===== config.mk =====
export PLATFORM = sky130hd
export DESIGN_NAME = rom_arbiter_flat
export DESIGN_NICKNAME = d
export VERILOG_FILES = /design/src/rtl/rom_arb_pkg.sv /design/src/rtl/rom_arbiter_if.sv /design/src/rtl/rom_arbiter_rr_pick.sv /design/src/rtl/rom_arbiter.sv /design/src/flat_wrapper.sv
export SDC_FILE = /design/constraint.sdc
export NUM_CORES = 1
export LEC_CHECK = 0
export ABC_AREA = 1
export CORE_ASPECT_RATIO = 0.7
export CORE_MARGIN = 1
export CORE_UTILIZATION = 36
export CTS_CLUSTER_DIAMETER = 80
export DETAILED_ROUTE_END_ITERATION = 10
export PLACE_DENSITY_LB_ADDON = 0.2
export SLEW_MARGIN = 20
export SYNTH_ARGS = -nofsm -noshare
export SYNTH_HDL_FRONTEND = slang
export SYNTH_SLANG_ARGS = --single-unit

===== constraint.sdc =====
create_clock -name clk -period 2.4 [get_ports clk]
set_input_delay 0.48 -clock clk [delete_from_list [all_inputs] [get_ports clk]]
set_output_delay 0.48 -clock clk [all_outputs]
set_load 0.005 [all_outputs]

===== src/rtl/rom_arb_pkg.sv =====
// rom_arb_pkg: shared defaults and helpers for the ROM arbiter.
//   DEF_NREQ / DEF_AW / DEF_DW : default requester count, ROM address and data widths
//   ROM_RD_LAT                 : ROM read latency in cycles (address at rise, data by next rise)
//   onehot_to_index()          : index of the set bit in a one-hot vector of up to 8 bits
package rom_arb_pkg;

  localparam int DEF_NREQ  = 4;
  localparam int DEF_AW    = 5;
  localparam int DEF_DW    = 5;
  localparam int ROM_RD_LAT = 1;

  // OR-reduction form: cheap for a true one-hot input, which is all the arbiter ever passes.
  function automatic logic [2:0] onehot_to_index(input logic [7:0] oh);
    logic [2:0] idx;
    idx = '0;
    for (int i = 0; i < 8; i++) begin
      if (oh[i]) idx = idx | 3'(i);
    end
    return idx;
  endfunction

endpackage


===== src/rtl/rom_arbiter_if.sv =====
// rom_arbiter_if: requester-side bus of the ROM arbiter.
//   req    : per-requester request level          (requesters -> arbiter)
//   addr   : packed per-requester addresses        (requesters -> arbiter)
//   gnt    : one-hot grant, address issued to ROM  (arbiter -> requesters)
//   rvalid : one-hot read-data owner               (arbiter -> requesters)
//   rdata  : shared read data                      (arbiter -> requesters)
// Modports: master = requester side, slave = arbiter side.
import rom_arb_pkg::*;

interface rom_arbiter_if #(
  parameter int NREQ = DEF_NREQ,
  parameter int AW   = DEF_AW,
  parameter int DW   = DEF_DW
);
  logic [NREQ-1:0]    req;
  logic [NREQ*AW-1:0] addr;
  logic [NREQ-1:0]    gnt;
  logic [NREQ-1:0]    rvalid;
  logic [DW-1:0]      rdata;

  modport master (output req, output addr, input gnt, input rvalid, input rdata);
  modport slave  (input req, input addr, output gnt, output rvalid, output rdata);
endinterface


===== src/rtl/rom_arbiter_rr_pick.sv =====
// rr_pick: combinational rotate-priority picker.
//   elig    : eligible request vector
//   ptr     : index where the search starts (rotates upward, wraps NREQ-1 -> 0)
//   win_oh  : one-hot winner (zero when nothing is eligible)
//   win_idx : binary index of the winner
//   any     : at least one eligible request
import rom_arb_pkg::*;

module rr_pick #(
  parameter int NREQ = DEF_NREQ,
  parameter int IW   = $clog2(DEF_NREQ)
) (
  input  logic [NREQ-1:0] elig,
  input  logic [IW-1:0]   ptr,
  output logic [NREQ-1:0] win_oh,
  output logic [IW-1:0]   win_idx,
  output logic            any
);

  logic [IW:0]   sum;
  logic [IW-1:0] idx;

  always_comb begin
    win_oh = '0;
    sum    = '0;
    idx    = '0;
    for (int k = 0; k < NREQ; k++) begin
      // one extra bit so ptr + k never overflows before the wrap
      sum = {1'b0, ptr} + (IW+1)'(k);
      if (sum >= (IW+1)'(NREQ)) sum = sum - (IW+1)'(NREQ);
      idx = sum[IW-1:0];
      if (elig[idx] && (win_oh == '0)) win_oh[idx] = 1'b1;
    end
  end

  assign any     = |elig;
  assign win_idx = IW'(onehot_to_index(8'(win_oh)));

endmodule


===== src/rtl/rom_arbiter.sv =====
// rom_arbiter: shares one single-port ROM (falling-edge read) among NREQ requesters.
// One grant per cycle; read data returns to the winner one cycle after its grant.
//   clk      : system clock, state updates on the rising edge
//   rst      : synchronous active-high reset
//   bus      : requester bus (req/addr in, gnt/rvalid/rdata out), slave modport
//   rom_addr : registered ROM address
//   rom_data : ROM read data, valid from the falling edge after rom_addr changes
// Build option: define ROM_ARB_FIXED_PRI_EN for fixed priority (lowest index wins,
// no pointer register); default is round-robin.
import rom_arb_pkg::*;

module rom_arbiter #(
  parameter int NREQ = DEF_NREQ,
  parameter int AW   = DEF_AW,
  parameter int DW   = DEF_DW
) (
  input  logic          clk,
  input  logic          rst,
  rom_arbiter_if.slave  bus,
  output logic [AW-1:0] rom_addr,
  input  logic [DW-1:0] rom_data
);

  localparam int IW = $clog2(NREQ);

  logic [NREQ-1:0] elig;
  logic [NREQ-1:0] win_oh;
  logic [IW-1:0]   win_idx;
  logic            win_any;
  logic [IW-1:0]   ptr;

  // A requester granted this cycle sits out the next decision, giving it
  // a cycle to drop req or present its next address.
  assign elig = bus.req & ~bus.gnt;

`ifdef ROM_ARB_FIXED_PRI_EN
  assign ptr = '0;
`else
  always_ff @(posedge clk) begin
    if (rst) begin
      ptr <= '0;
    end else if (win_any) begin
      ptr <= (win_idx == IW'(NREQ-1)) ? '0 : win_idx + IW'(1);
    end
  end
`endif

  rr_pick #(.NREQ(NREQ), .IW(IW)) u_pick (
    .elig    (elig),
    .ptr     (ptr),
    .win_oh  (win_oh),
    .win_idx (win_idx),
    .any     (win_any)
  );

  // Stage 1: grant and ROM address. Stage 2: capture ROM word for last cycle's winner.
  always_ff @(posedge clk) begin
    if (rst) begin
      bus.gnt    <= '0;
      bus.rvalid <= '0;
      bus.rdata  <= '0;
      rom_addr   <= '0;
    end else begin
      bus.gnt <= win_oh;
      if (win_any) rom_addr <= bus.addr[int'(win_idx)*AW +: AW];
      bus.rvalid <= bus.gnt;
      if (|bus.gnt) bus.rdata <= rom_data;
    end
  end

endmodule


===== src/flat_wrapper.sv =====
// flat-port wrapper written by rule: the top's interface ports become plain ports
module rom_arbiter_flat 
#(
  parameter int NREQ = DEF_NREQ,
  parameter int AW   = DEF_AW,
  parameter int DW   = DEF_DW
)
  (clk, rst, rom_addr, rom_data, bus_req, bus_addr, bus_gnt, bus_rvalid, bus_rdata);
  rom_arbiter_if #(.NREQ(NREQ), .AW(AW), .DW(DW)) bus_i ();
  input  logic clk;
  input  logic rst;
  output logic [AW-1:0] rom_addr;
  input  logic [DW-1:0] rom_data;
  input wire logic [$bits(bus_i.req)-1:0] bus_req;
  input wire logic [$bits(bus_i.addr)-1:0] bus_addr;
  output wire logic [$bits(bus_i.gnt)-1:0] bus_gnt;
  output wire logic [$bits(bus_i.rvalid)-1:0] bus_rvalid;
  output wire logic [$bits(bus_i.rdata)-1:0] bus_rdata;
  assign bus_i.req = bus_req;
  assign bus_i.addr = bus_addr;
  assign bus_gnt = bus_i.gnt;
  assign bus_rvalid = bus_i.rvalid;
  assign bus_rdata = bus_i.rdata;
  rom_arbiter #(.NREQ(NREQ), .AW(AW), .DW(DW)) u_core (.clk(clk), .rst(rst), .bus(bus_i), .rom_addr(rom_addr), .rom_data(rom_data));
endmodule

Word-level counts from Yosys, hierarchy flattened
Cells that the tools add are included.
{"block": "classes", "n_addsub": 8, "n_mul": 1, "n_div": 0, "order_cmp": 12, "n_eq_ne": 1, "n_shift": 1, "n_mux": 28, "bitwise": 5, "reduce_logical": 12}
{"operator": "$shiftx A20 B32 Y5", "count": 1}
{"operator": "$mux W4", "count": 4}
{"operator": "$mux W2", "count": 7}
{"operator": "$logic_not A4 Y1", "count": 3}
{"operator": "$lt A2 B3 Y1 const B", "count": 4}
{"operator": "$or A4 B4 Y4", "count": 3}
{"operator": "$ge A3 B3 Y1 const B", "count": 3}
{"operator": "$mux W1", "count": 9}
{"operator": "$bmux W1 S2", "count": 4}
{"operator": "$demux W1 S2", "count": 4}
{"operator": "$ge A2 B1 Y1 const B", "count": 4}
{"operator": "$reduce_or A4 Y1", "count": 2}
{"operator": "$sub A2 B1 Y2 const B", "count": 4}
{"operator": "$logic_and A1 B1 Y1", "count": 7}
{"operator": "$add A2 B2 Y3 const B", "count": 2}
{"operator": "$mul A2 B3 Y5 const B", "count": 1}
{"operator": "$and A4 B4 Y4", "count": 1}
{"operator": "$not A4 Y4", "count": 1}
{"operator": "$add A2 B1 Y3 const B", "count": 1}
{"operator": "$ge A2 B3 Y1 const B", "count": 1}
{"operator": "$add A2 B1 Y2 const B", "count": 1}
{"operator": "$eq A2 B2 Y1 const B", "count": 1}
{"block": "totals", "reg_bits": 20, "latchBits": 0, "mem_bits_rw": 0, "romBits": 0, "input_bits": 31, "out_inout_bits": 18, "elab_cells": 73, "mem_count": 0}

Depth between registers and ports, before layout
Gate-level depths: netlist of run 1.
{"block": "logic_depth", "ltp_word": 21, "ltp_mapped": 22, "depth_no_buf": 21}

By module
A second synthesis of run 1 with hierarchy kept.
{"block": "unflattened", "hier_cells": 210, "area_unflattened_um2": 1385.1}
{"mod": "rom_arbiter", "n_inst": 1, "cells_each": 121, "area_per_inst_um2": 880.8, "seq_area_each_um2": 400.4}
{"mod": "rr_pick", "n_inst": 1, "cells_each": 89, "area_per_inst_um2": 504.2, "seq_area_each_um2": 0.0}

Worst setup path after synthesis of run 1
OpenSTA, ideal clock, no wires.
{"block": "synth_path", "path_kind": "register to register", "startpoint": "reg u_core.ptr[0]", "endpoint": "reg u_core.rom_addr[4]", "setup_time_ns": 0.119, "t_arrival_ns": 2.373, "required_ns": 2.281, "slack_ns": -0.092, "stages_incl_launch_ff": 21, "path_buffers": 0, "period_less_slack_ns": 2.492, "cell_sequence": "dfxtp_1 -> inv_2 -> ha_1 -> inv_1 -> nand3_1 -> nand2_1 -> inv_1 -> nand2_1 -> inv_2 -> nand3_1 -> nand2_1 -> nor2_4 -> nand4_1 -> nand2_1 -> nor2_4 -> nand3_1 -> nand2_2 -> nor2_4 -> clkinv_2 -> nand3_1 -> a21oi_1"}
{"block": "synth_via", "elab_chain_cells": 21, "elab_cells_between_ends": 61, "cone_classes": "7 x add/sub; 1 x mul; 12 x order compare; 1 x shift; 27 x mux; 3 x bitwise; 10 x reduce/logical"}
{"element": "from (decl)", "line": "rom_arbiter.sv:30", "rtl": "logic [IW-1:0] ptr;"}
{"element": "from (signal assigned)", "line": "rom_arbiter.sv:43", "rtl": "ptr <= (win_idx == IW'(NREQ-1)) ? '0 : win_idx + IW'(1);"}
{"element": "branches (longest 15 deep; another with $add A2 B1 Y3)"}
{"element": "$mux W4 *", "line": "rom_arbiter_rr_pick.sv:32", "rtl": "if (elig[idx] && (win_oh == '0)) win_oh[idx] = 1'b1;"}
{"element": "$mux W1", "line": "rom_arb_pkg.sv:17", "rtl": "if (oh[i]) idx = idx | 3'(i);"}
{"element": "$mux W2", "line": "rom_arb_pkg.sv:17"}
{"element": "$mux W2 *", "line": "rom_arb_pkg.sv:17"}
{"element": "$mul A2 B3 Y5 *", "line": "rom_arbiter.sv:65", "rtl": "if (win_any) rom_addr <= bus.addr[int'(win_idx)*AW +: AW];"}
{"element": "$shiftx A20 B32 Y5 *", "line": "rom_arbiter.sv:65"}
{"element": "to (signal assigned)", "line": "rom_arbiter.sv:65"}
{"element": "to (decl)", "line": "rom_arbiter.sv:20", "rtl": "output logic [AW-1:0] rom_addr,"}
Every way passes the cells marked *. The select of a mux whose other input is x is not followed.
A chain may end at the register's enable or synchronous reset.

Worst setup path after layout of run 1
{"block": "layout_path", "startpoint": "reg u_core.ptr[0]", "endpoint": "reg u_core.rom_addr[1]"}
Same word-level chain as after synthesis.

==> metrics.txt, run 1 <==
period utilization=1.11; area delta synth->final=84.1%; final setup vio count=11; slowest stage delay, CP=0.37 ns; post-layout minimum cycle time=2.66 ns; CTS root buf=clkbuf_8; antenna viol nets, final=0; post-synthesis xor/xnor area fraction=0; worst setup margin=-0.259 ns; simple-gate share of the synthesized area=0.464; synthesized area per cell=6.72 um^2; Seq cells post-synth=20; CP Buf/Inv Count=2; vias in the first global route=1,637; RSZ-0062 raised after global routing=true; Startpoint Class=flop; hold endpoint=u_core.bus.rdata[1]$_SDFFE_PP0P_; Mapped Cells=217; cts hold-fix bufs=0; Vias=1,807; antenna violations before repair=0; R2R depth=20; skew final=0.00221 ns; diode count=0; failing checks=negative setup slack; mux share of post-synthesis cell area=0; Hold WC Path Type=reg2reg; Tot Pwr=4.64 mW; overall die width=78.1 um; FF-to-FF Start=u_core.ptr[0]$_SDFFE_PP0P_; Fill cells=275; critical-path cell list=buf_8, nand3_2, nand2_2, nand2_2, nand2_4, o31ai_4, buf_6, nand3_4, nand2_4, nor2_4, nand4_1, nand2_2, nor2_4, nand3_2, nand2_4, nor2_4, nand2_1, nand2_1, nand2_1, a21oi_2; gr ovfl total=0; WS Path Type=reg2reg; final hold violations=0; CTS clk-pin slew, worst paths=0.08 ns; Peak VDD IR=1.01 mV; Adder-Cell Fraction of Synth Area=0.0601; Ports=49; std cell rows=18; Crit. End Element=flop; full die area=0.00431 mm^2; clock sink total=20; Static Leak=1.23 nW; CP arrival=2.85 ns; Crit Reg-Reg Endpoint=u_core.rom_addr[1]$_SDFFE_PP0P_; fin nets=348; f_max=0.376 GHz; Die Y-Extent=55.2 um; GPL Wtd Cong=0.859; wire per inst=14.7 um; gr usage total=0.217; Syn Std Cell Area=0.00146 mm^2; Final Max Tran Viols=0; Min-Delay Path Depth=2; largest family of logic cells by synthesized area=simple AND/OR/NAND/NOR gates; TritonCTS clock tree=built; EDFF count, synth=0; Most used DFF post-synth=dfxtp_1; PD cells=1730 mW/mm^2; dpl hpwl=2970 um; WL final=5260 um; Max Cap Viol=0; Critical-path top delay cell=dfxtp_2; Tightest Pin Transition=0.342 ns; final std cell area, no fill=0.00268 mm^2; H-Tree Level Count=1; Clock Latency Late Sink=0.26 ns; via-per-instance ratio=5.03; Num CTS Buffers=3; worst endpoint required time=2.60 ns; register area share after synthesis=0.275; core footprint=0.00369 mm^2; Starting Density=0.395; async set-reset flop share out of synthesis=0; first-pass GRT wire length=7430 um; CP max FO=8; layout cells sized above 1=0.411; syn_nets=255; largest net degree at the start of global routing=13; flop2flop setup slack=-0.26 ns; PortBufs=48; synth warn=0; cells taking the most area after synthesis=dfxtp_1 27%, nand2_1 13%, inv_1 8.5%; Remaining DRCs=0; count leader, synth=nand2_1; Synth top area share=0.275; Worst slew margin=0.772; top cells by count, synth=52 x nand2_1, 33 x inv_1, 20 x dfxtp_1, 20 x nand3_1, 18 x nor2_1; placed cell area=0.00215 mm^2; critical path's top delay family=simple AND/OR/NAND/NOR gates; Worst Hold Launch=u_core.bus.rdata[1]$_SDFFE_PP0P_; clock buffer depth=2; Yosys cell types=25; status=finished, violations left; First-pass DRT Iterations=4; largest area contributor in the netlist=dfxtp_1; Synth Area in Compound Gates=0.0850; DR iter-0 viols=134
-- metrics by stage --
stage               TNS [ns]  hold WS (ns)  instances  utilization  setup slack, ns
floorplan                  0         0.480        217            -           0.0151
global placement       -3.46         0.465        334        0.583           -0.475
detailed placement     -3.89         0.475        334        0.583           -0.519
CTS                  -0.0696         0.492        351        0.650          -0.0355
global route           -3.29         0.525        359        0.727           -0.411
finish                 -1.83         0.487        359        0.727           -0.259
-- worst max path at each step --
stage,startpoint,end,slack [ns],cells after the start
final,u_core.ptr[0]$_SDFFE_PP0P_,u_core.rom_addr[1]$_SDFFE_PP0P_,-0.26,20
after global routing,u_core.ptr[0]$_SDFFE_PP0P_,u_core.rom_addr[1]$_SDFFE_PP0P_,-0.41,20
after floorplan,u_core.ptr[0]$_SDFFE_PP0P_,u_core.rom_addr[4]$_SDFFE_PP0P_,0.02,20
after CTS,u_core.ptr[0]$_SDFFE_PP0P_,u_core.rom_addr[4]$_SDFFE_PP0P_,-0.04,20
after global placement,bus_req[2],u_core.rom_addr[4]$_SDFFE_PP0P_,-0.47,20
after detailed placement,bus_req[2],u_core.rom_addr[4]$_SDFFE_PP0P_,-0.52,20
-- routing by layer --
metal,GRT usage,up-vias,part of all wire
met1,0.297,823,0.43
met4,0.0317,0,0.022
li1,-,871,-
met5,0,-,0
met3,0.0479,15,0.073
met2,0.356,98,0.47
-- what timing repair did --
item / CTS / global route
setup buffers: 12 / 9
gates cloned: 1 / 0
endpoints found under the setup margin: 7 / 11
pin swaps: 17 / 26
gates resized for setup: 25 / 53
-- cell type report --
class                      instances  area, um^2  area share
multi-input combinational        155        1130       0.421
tap                               50        62.6      0.0233
clock buffer                       3        41.3      0.0154
sequential                        20         403       0.150
inverter                          39         171      0.0639
timing repair buffer              91         845       0.315
clock inverter                     1        30.0      0.0112
-- power by group --
part | total, mW | leakage [nW] | switching (mW) | internal (mW)
Sequential | 0.527 | 0.166 | 0.0680 | 0.459
Combinational | 3.77 | 1.03 | 2.14 | 1.64
Clock | 0.340 | 0.0357 | 0.118 | 0.223
-- state kept, by name, summed over array words and instances, names as in the netlist --
register	cells
u_core.bus.rvalid	4
u_core.bus.gnt	4
u_core.ptr	2
u_core.bus.rdata	5
u_core.rom_addr	5
-- logic make-up (layout without fill, tap and decap cells) --
kind of cell    Yosys count  after routing
buf+inv                  43            134
flops                    20             20
compound gates           20             20
simple gates            127            128
fa+ha+maj                 7              7
-- worst reg2reg max path: cells and delay by family, from the launching register on --
kind	cells	cell delay (ns)
AND/OR/NAND/NOR	16	1.71
flip-flops	1	0.37
buffers and inverters	2	0.29
AO/OA/AOI/OAI	2	0.24
-- placed cells by master (no fill, tap or decap), types with 7 or more instances in the layout --
| cell type | count |
|---|---|
| dfxtp_1 | 18 |
| nand3_2 | 18 |
| nor2_1 | 18 |
| nand2_4 | 7 |
| clkdlybuf4s50_1 | 44 |
| inv_1 | 27 |
| o21ai_0 | 11 |
| buf_6 | 7 |
| buf_4 | 34 |
| nand2_2 | 18 |
| nand3_1 | 8 |
| nand2_1 | 38 |
Power figures use the tool's default switching activity.
==> run 2: changes to the inputs <==
==> constraint.sdc (replaced) <==
create_clock -name clk -period 2.2 [get_ports clk]
set_input_delay 0.44 -clock clk [delete_from_list [all_inputs] [get_ports clk]]
set_output_delay 0.44 -clock clk [all_outputs]
set_load 0.005 [all_outputs]
==> run 2 against run 1 <==
The flow still finishes with violations (negative setup slack). Utilization shrank 6.4 points. Count of clock-buffer cells in the layout grew 1. Clock power shrank 4%. Worst setup slack lost 0.048 ns. Combinational power shrank 9.5%. Critical endpoint is now u_core.ptr[1]$_SDFFE_PP0P_.
==> metrics.txt, run 2 (synthesis results as in run 1) <==
WS Path Type=reg2reg; Hold WC Path Type=reg2reg; full die area=0.00431 mm^2 (unchanged); area delta synth->final=68.0%; Crit. End Element=flop; final hold violations=0 (unchanged); CP arrival=2.67 ns (-0.18 ns); crit path from=u_core.ptr[1]$_SDFFE_PP0P_; via-per-instance ratio=4.69 (-6.9%); worst setup margin=-0.307 ns (-0.0479 ns); PD cells=1760 mW/mm^2 (+1.9%); largest net degree at the start of global routing=13 (unchanged); fin nets=340 (-2.3%); WL final=3940 um (-25%); TritonCTS clock tree=built; CTS clk-pin slew, worst paths=0.08 ns (about the same); final std cell area, no fill=0.00245 mm^2 (-8.8%); PortBufs=48 (unchanged); skew final=0.00516 ns (+0.00295 ns); CP max FO=7 (-1); Startpoint Class=flop; Crit Reg-Reg Endpoint=u_core.ptr[1]$_SDFFE_PP0P_; critical-path cell list=buf_4, ha_1, o31ai_4, nand3_2, nand2_2, nor2_4, buf_4, nand3_2, nand3_2, nor2_4, nand3_2, nand2_4, nor2_4, nand2_1, nand2_1, o21ai_1, inv_1; cts hold-fix bufs=0 (unchanged); first-pass GRT wire length=6800 um (-8.5%); RSZ-0062 raised after global routing=true; FF-to-FF Start=u_core.ptr[1]$_SDFFE_PP0P_; Die Y-Extent=55.2 um (unchanged); R2R depth=17 (-15%); gr usage total=0.197 (-0.0198); post-layout minimum cycle time=2.51 ns (-0.152 ns); Vias=1,645 (-9.0%); period utilization=1.14 (+0.0316); std cell rows=18 (unchanged); status=finished, violations left; most common cell after layout, fill and taps aside=nand2_1; Worst setup endpoint=u_core.ptr[1]$_SDFFE_PP0P_; wire per inst=11.2 um (-23%); dpl hpwl=3020 um (+1.8%); Worst slew margin=0.539 (-0.233); CTS root buf=clkbuf_8; overall die width=78.1 um (unchanged); Num CTS Buffers=3 (unchanged); slowest stage delay, CP=0.37 ns (about the same); Fill cells=331 (+20%); area of the multi-input gates=997 um^2 (-12%); Tightest Pin Transition=0.686 ns (+0.344 ns); Remaining DRCs=0 (unchanged); diode count=0 (unchanged); worst endpoint required time=2.36 ns (-0.24 ns); FF/Latch Area=408 um^2 (+1.2%); First-pass DRT Iterations=4 (unchanged); Max Cap Viol=0 (unchanged); core footprint=0.00369 mm^2 (unchanged); Peak VDD IR=0.880 mV (-13%); placed cell area=0.00228 mm^2 (+5.7%); Final Max Tran Viols=0 (unchanged); most used cell, CP=nand3_2; gr ovfl total=0 (unchanged); clock buffer depth=2 (unchanged); Top Registers=u_core.bus.rdata x5, u_core.rom_addr x5; Ports=49 (unchanged); DR iter-0 viols=28 (-79%); Final Instance Count excl. Fillers=351 (-2.2%); f_max=0.399 GHz (+6.1%); vias in the first global route=1,474 (-10%); Clock Latency Late Sink=0.26 ns (about the same); antenna violations before repair=0 (unchanged); H-Tree Level Count=1 (unchanged); dpl cells=342 (+2.4%); Critical-path top delay cell=dfxtp_4; commonest non-fill, non-tap cells in the layout=46 x nand2_1, 44 x clkdlybuf4s50_1, 33 x buf_4; GPL Wtd Cong=0.847 (-1.3%); Fin Hold WS=0.486 ns (-0.00104 ns); clock sink total=20 (unchanged); antenna viol nets, final=0 (unchanged); flop2flop setup slack=-0.31 ns (-0.05 ns); setup TNS=-2.16 ns (-0.334 ns); Static Leak=1.17 nW (-4.7%); final setup vio count=10 (-1); failing checks=negative setup slack; Starting Density=0.395 (unchanged); layout cells sized above 1=0.329 (-0.0821)
==> run 2: cell types whose count changed in the layout (fill, tap and decap cells not counted), sizes merged <==
cell and delta:
bufinv -1, buf -8, clkbuf +1
==> run 2: stage by stage <==
stage	util	setup slack (ns)	total power, mW
after floorplan	-	-0.0849	2.60
after global placement	0.616	-0.663	3.52
final	0.663	-0.307	4.31
after detailed placement	0.616	-0.724	3.57
after global routing	0.663	-0.451	4.67
after CTS	0.657	-0.219	4.21
==> run 2: routing by layer <==
metal,track usage,up-vias,part of all wire
met5,0,-,0
met4,0.0159,0,0.0020
met3,0.0512,2,0.057
met2,0.315,50,0.43
met1,0.277,745,0.51
li1,-,848,-
==> run 2: worst min-delay path by stage <==
stage,startpoint,endpoint,slack (ns),depth (start not counted)
2_1_floorplan,u_core.bus.rdata[0]$_SDFFE_PP0P_,u_core.bus.rdata[0]$_SDFFE_PP0P_,0.48,2
3_3_place_gp,u_core.bus.rdata[3]$_SDFFE_PP0P_,u_core.bus.rdata[3]$_SDFFE_PP0P_,0.46,2
3_5_place_dp,u_core.bus.rdata[3]$_SDFFE_PP0P_,u_core.bus.rdata[3]$_SDFFE_PP0P_,0.47,2
4_1_cts,u_core.bus.rdata[3]$_SDFFE_PP0P_,u_core.bus.rdata[3]$_SDFFE_PP0P_,0.49,2
5_1_grt,u_core.bus.rdata[2]$_SDFFE_PP0P_,u_core.bus.rdata[2]$_SDFFE_PP0P_,0.51,2
6_report,u_core.bus.rdata[1]$_SDFFE_PP0P_,u_core.bus.rdata[1]$_SDFFE_PP0P_,0.49,2
==> run 2: critical path, delay by kind of cell (launching register included) <==
kind	cells	cell delay, ns
buffers and inverters	3	0.33
DFF	1	0.37
AOI/OAI and AO/OA	2	0.43
and+or+nand+nor	11	1.05
adders and majority gates	1	0.22
==> run 2: what timing repair did <==
action	4_1_cts	5_1_grt
gates cloned	1	0
hold endpoints to repair	0	0
pin swaps	19	14
gates resized for setup	18	6
setup buffers	3	1
endpoints found under the setup margin	10	11
==> run 2: area by class of cell <==
type	instances	share of cell area
clock buffer	4	0.0271
tap	50	0.0255
inverter	39	0.0690
timing repair buffer	83	0.305
sequential	20	0.167
multi-input combinational	155	0.407
==> run 2: where the power goes <==
group	switching, mW	leakage (nW)	internal, mW
combinational	1.92	0.975	1.49
clock	0.128	0.0339	0.197
sequential	0.0732	0.166	0.504
total	2.12	1.17	2.19
